[config.mk]
export PLATFORM = sky130hd
export DESIGN_NAME = mmio_rx_fifo
export DESIGN_NICKNAME = d
export VERILOG_FILES = /design/src/rtl/mmio_rx_fifo.sv
export SDC_FILE = /design/constraint.sdc
export NUM_CORES = 1
export LEC_CHECK = 0
export CORE_UTILIZATION = 45
export DETAILED_ROUTE_END_ITERATION = 6
export PLACE_DENSITY_LB_ADDON = 0.15
export SYNTH_ARGS = -nofsm -noshare
export SYNTH_HDL_FRONTEND = slang
export SYNTH_SLANG_ARGS = --single-unit
[constraint.sdc]
create_clock -name clk -period 6.15 [get_ports clk]
set_input_delay 0.615 -clock clk [delete_from_list [all_inputs] [get_ports clk]]
set_output_delay 0.615 -clock clk [all_outputs]
set_load 0.005 [all_outputs]
[src/rtl/mmio_rx_fifo.sv]
// ---------------------------------------------------------------------------
// mmio_rx_fifo
//
// Receive FIFO between a host-side push interface and a core reading through
// memory-mapped registers. The FIFO is first-word-fall-through: the oldest
// entry sits on rd_data whenever rd_valid is high. The core removes it by
// pulsing rd_pop.
//
// Parameters
//   WIDTH  data width of one entry (default 8)
//   DEPTH  number of entries (default 8). It must be a power of two and at
//          least 2.
//
// Ports
//   clk           sole clock; all state changes on the rising edge
//   rst_n         synchronous reset, ACTIVE-HIGH despite its name (1 = reset)
//   host_wr_en    host push strobe, one entry per cycle
//   host_wr_data  host push data
//   host_full     FIFO holds DEPTH entries; pushes are dropped
//   rd_data       head entry (MMIO rd data register, 0x00)
//   rd_valid      head entry valid (MMIO rd valid, 0x01)
//   rd_pop        core consumed the head entry (ignored while rd_valid = 0)
//   overflow      a push was attempted while full
//   ovf_clr       clears the sticky overflow flag (sticky build only)
//   count         current occupancy, 0..DEPTH
//
// Handshake
//   A push is accepted when host_wr_en = 1 and host_full = 0. A pop takes
//   effect when rd_pop = 1 and rd_valid = 1. Both are qualified only by
//   registered flags, so no output depends combinationally on an input.
//
// Configuration macro
//   MMIO_RX_OVF_STICKY_EN  When this macro is defined, overflow is sticky.
//                          It is set the cycle after a dropped push and is
//                          held until ovf_clr or reset. If ovf_clr and a drop
//                          happen in the same cycle, the set wins.
//                          When the macro is undefined, overflow is a
//                          one-cycle pulse after each dropped push, and
//                          ovf_clr is ignored.
// ---------------------------------------------------------------------------
module mmio_rx_fifo #(
    parameter int WIDTH = 8,
    parameter int DEPTH = 8
) (
    input  logic                     clk,
    input  logic                     rst_n,
    input  logic                     host_wr_en,
    input  logic [WIDTH-1:0]         host_wr_data,
    output logic                     host_full,
    output logic [WIDTH-1:0]         rd_data,
    output logic                     rd_valid,
    input  logic                     rd_pop,
    output logic                     overflow,
    input  logic                     ovf_clr,
    output logic [$clog2(DEPTH):0]   count
);

    localparam int AW = $clog2(DEPTH);
    localparam int CW = AW + 1;

    logic [WIDTH-1:0] mem [DEPTH];
    logic [AW-1:0]    wr_ptr;
    logic [AW-1:0]    rd_ptr;
    logic [CW-1:0]    count_r;
    logic             overflow_r;

    logic push_ok;
    logic pop_ok;
    logic drop;

    // The flags come only from the registered occupancy.
    assign host_full = (count_r == CW'(DEPTH));
    assign rd_valid  = (count_r != '0);
    assign count     = count_r;
    assign overflow  = overflow_r;

    // The head is read straight from storage at the registered read pointer.
    // This gives fall-through behaviour. rd_data does not change until rd_ptr
    // moves, which only happens on an accepted pop.
    assign rd_data = mem[rd_ptr];

    // A full FIFO rejects a push even if a pop happens in the same cycle.
    // Using the pre-edge full flag keeps the acceptance decision free of any
    // path from rd_pop.
    assign push_ok = host_wr_en && !host_full;
    assign pop_ok  = rd_pop && rd_valid;
    assign drop    = host_wr_en && host_full;

    // Storage has no reset. A write during reset is blocked so the
    // same-cycle push is discarded along with the control state.
    always_ff @(posedge clk) begin
        if (!rst_n && push_ok) begin
            mem[wr_ptr] <= host_wr_data;
        end
    end

    // Pointers and occupancy. DEPTH is a power of two, so the pointers wrap
    // naturally and there is no bubble at the wrap point.
    always_ff @(posedge clk) begin
        if (rst_n) begin
            wr_ptr  <= '0;
            rd_ptr  <= '0;
            count_r <= '0;
        end else begin
            if (push_ok) begin
                wr_ptr <= wr_ptr + AW'(1);
            end
            if (pop_ok) begin
                rd_ptr <= rd_ptr + AW'(1);
            end
            case ({push_ok, pop_ok})
                2'b10:   count_r <= count_r + CW'(1);
                2'b01:   count_r <= count_r - CW'(1);
                default: count_r <= count_r;
            endcase
        end
    end

`ifdef MMIO_RX_OVF_STICKY_EN
    // Sticky flag. In a cycle with both a drop and ovf_clr, the set wins.
    always_ff @(posedge clk) begin
        if (rst_n) begin
            overflow_r <= 1'b0;
        end else if (drop) begin
            overflow_r <= 1'b1;
        end else if (ovf_clr) begin
            overflow_r <= 1'b0;
        end
    end
`else
    // One-cycle pulse per dropped push. ovf_clr has no effect in this build.
    always_ff @(posedge clk) begin
        if (rst_n) begin
            overflow_r <= 1'b0;
        end else begin
            overflow_r <= drop;
        end
    end

    logic unused_ovf_clr;
    assign unused_ovf_clr = ovf_clr;
`endif

endmodule

==> reports/summary.md <==
On the worst path, the slowest cell contributes a delay of 0.91 ns. Relative to the synthesized area, the layout overhead comes to 16.3%. Measured against its own limit, the worst slew margin works out to 36.4%.

The worst hold-check path type was flop to flop. The final route contains 1589 vias. Dividing the detail-routed wire length by the instance count gives 17.3 µm. The internal power of the cells totals 0.995 mW. For this design the ratio of total power to cell area is 362 nW/µm². The worst setup path is of the flop to output pin kind. Most frequently used flop master after synthesis: edfxtp_1. The number of detailed-routing iterations run before antenna repair is 4. Setup violations remaining at the end of the flow were counted as 0. The longest clock path from root to sink contains 2 buffers. Across the VDD grid, the largest voltage drop is 251 µV.

The worst hold path was traced through 2 stages. The number of enable-type register cells in the synthesized netlist was 64. For this design, the sink count on the clock tree is 78. The post-DP HPWL came out at 3260 µm.

In this run, synthesis produced a sequential element count of 78. Pin placement for this block handled 28 I/O pins. The detailed router finished its first iteration with 130 violations.

After routing, the total negative slack on setup checks comes to 0 ns. Yosys printed 0 warnings. Once placement finished, the instance area stood at 3520 µm². The region available for standard cell placement spans 6830 µm². Dividing the final minimum period by the clock period gives 53.0%. In this run the static leakage power is 1.24 nW.

The run gives 9 as the number of buffers inserted during clock tree synthesis. The share of total power in sequential cells is 49.8%. The number of remaining DRC errors is 0, and the cell area after layout is 3700 µm². For this design the total switching power over the nets is 0.345 mW.

Across the routed clock network, the largest skew measured is 0.00599 ns. In this run the core area contains 30 standard-cell rows. The tool flagged a number of max-cap violations equal to 0. The cell area that synthesis handed to floorplanning was 3180 µm². The fraction of layout cells with a size suffix above 1 was 14.5%; the number of failing hold endpoints at the final stage was 0. Gates resized during post-CTS repair numbered 0. Kind of end point of the critical path: an output pin.

The first global-routing pass estimated 8340 µm of wire. The slowest stage of the critical path is the dfxtp_1 cell. Horizontal extent of the die: 86.1 µm. The run gives 172 as the gate count of the mapped netlist.

The number of setup buffers added after CTS is 0. By area the synthesized netlist is led by edfxtp_1 60%, mux4_1 13%, dfxtp_1 8.8%, mux2_2 3.2%, ha_1 2.0%. Buffers placed on the I/O ports in this run total 26. The clock tree synthesis step divided the H-tree into 3 levels. For the pin with the worst max-slew slack, the measured transition is 0.950 ns. The run gives 5.53 ns as the worst path required time. Traced cell by cell, the critical path runs through mux4_1 -> mux2_2 -> clkdlybuf4s50_1. The die extent in y is 86.1 µm, and the maximum clock rate is 0.307 GHz. The congestion estimate from routability-driven global placement came to 0.699. Excluding fillers, the count of instances in the completed layout stands at 303. CTS placed an instance of clkbuf_8 at the clock tree root.

The die covers 7410 µm². The clock network burns 26.0% of the power. TritonCTS built the clock tree. Data on the critical path arrives at its endpoint at 2.65 ns. The number of global-route vias before repair was 1670. The run gives 544 as the layout filler cell count.

The antenna diode instance count is 0. In this run, post-CTS hold repair placed 0 buffers. The total overflow left after global routing is 0. The number of max-slew violations in the final report is 0. The setup slack at placement was 3.08 ns; the routed via count divided by cell count was 5.24. Counting cells, the worst reg-to-reg path comes to 9.

Synthesized area per cell: 18.5 µm². The synthesized design spends more area on one cell type than any other, namely edfxtp_1. After clock tree synthesis, the clock-pin slew on the worst setup and hold paths is 0.07 ns. Along the worst path, the maximum fanout reaches 16. For the final net count, the log shows 220. Setup repair after global routing left no endpoint under its margin.

The number of nets with antenna violations after routing came out at 0. The sequential share of the synthesized area was 69.2%; the total wire length was 5240 µm. The flow ran to the end, and the final reports show no timing, DRC or antenna violations. After synthesis, the largest area contributor takes up 60.4% of total cell area.

Number of antenna violations at the first check in global routing: 0. The number of nets in the synthesized netlist was 190; the latest clock arrival within the worst-skew pair was 0.34 ns. The element type at the critical path start was a flop. In the synthesized netlist the async set-or-reset flop fraction comes to 0%.

The final critical path time including I/O delays and setup was 3.26 ns. Combinational cells account for 24.2% of the total power. The number of placed instances with taps included was 287; the initial core utilization was 46.6%. The worst path meets setup with 2.89 ns of slack. Net switching is 25.8% of the power. The number of different library cells used by synthesis comes to 33. Global routing used 15.8% of the available tracks across all layers. The pin count of the biggest net entering global routing came out at 17.
[sequential cells by signal, summed over array words and instances (netlist names), named ones only]
name / cells
mem: 64
wr_ptr: 3
overflow: 1
rd_ptr: 3
count: 4
[routing by layer]
metal / share of wire (%) / wire (µm) / track usage [%]
met1: 44 / 2300 / 19.1
met2: 48 / 2500 / 25.2
met3: 5.5 / 289 / 4.91
met4: 2.9 / 150 / 8.94
met5: 0 / 0 / 0
[power groups by stage]
| stage | logic, mW | registers [mW] | clock network, mW |
|---|---|---|---|
| 6_report | 0.325 | 0.667 | 0.348 |
| 5_1_grt | 0.352 | 0.675 | 0.374 |
| 4_1_cts | 0.328 | 0.670 | 0.354 |
| 3_5_place_dp | 0.326 | 0.681 | 0 |
| 3_3_place_gp | 0.314 | 0.677 | 0 |
| 2_1_floorplan | 0.245 | 0.643 | 0 |
[worst paths after layout]
| path | from | to | slack [ns] |
|---|---|---|---|
| setup / recovery | flop | rd_data[4] | 2.89 |
| hold reg to reg | rd_ptr[1] | rd_ptr[1] | 0.50 |
| hold / removal | rd_ptr[1] | rd_ptr[1] | 0.50 |
| setup reg to reg | count[1] | count[2] | 3.53 |
[cells in the mapped netlist, drive strengths merged (4+ instances only)]
| library cell | number |
|---|---|
| a21oi | 6 |
| nand2b | 4 |
| ha | 5 |
| mux4 | 16 |
| dfxtp | 14 |
| xor2 | 7 |
| mux2 | 9 |
| edfxtp | 64 |
| buf | 5 |
| nor2 | 15 |
| nand2 | 5 |
| nand3 | 4 |
[per-stage QoR]
step	total power [mW]	hold WS [ns]	util, %
floorplan	0.888	0.454	-
global placement	0.991	0.481	51.5
detailed placement	1.01	0.492	51.5
CTS	1.35	0.502	54.2
global route	1.40	0.511	54.2
finish	1.34	0.501	54.2
[cells in the final DEF, fill, tap and decap left out, types with 2 or more instances in the layout]
cell and instances:
clkinv_2 2, dfxtp_1 14, clkbuf_8 12, nand3_1 4, mux4_1 16, a21oi_1 6
nand2b_1 4, nand2_1 4, nor2_1 15, nor3_2 2, mux2_2 9, ha_1 5
xor2_1 7, clkdlybuf4s50_1 26, edfxtp_1 64
[cells by family (layout without fill, tap and decap cells)]
logic type	count (synthesis)	in the layout	share of synthesized area, %
buffers and inverters	9	44	1.89
multiplexers	26	26	16.7
flip-flops	78	78	69.2
AO/OA/AOI/OAI	8	8	1.38
adder cells (fa/ha/maj)	5	5	1.97
AND/OR/NAND/NOR	39	39	6.96
XOR/XNOR	7	7	1.93
[layout make-up]
| class | instances | area, µm² | share of cell area, % |
|---|---|---|---|
| multi-input cells | 85 | 926 | 25.0 |
| inverters | 2 | 7.51 | 0.203 |
| repair buffers | 26 | 260 | 7.03 |
| flip-flops and latches | 78 | 2200 | 59.5 |
| well taps | 96 | 120 | 3.24 |
| clock inverters | 3 | 17.5 | 0.473 |
| clock buffers | 13 | 169 | 4.56 |
[worst max-delay path, delay by kind of cell, from the launching register on]
kind / cells / cell delay (ns)
buffers and inverters: 1 / 0.44
flip-flops: 1 / 0.91
multiplexers: 2 / 0.94
(Power assumes the default switching activity.)
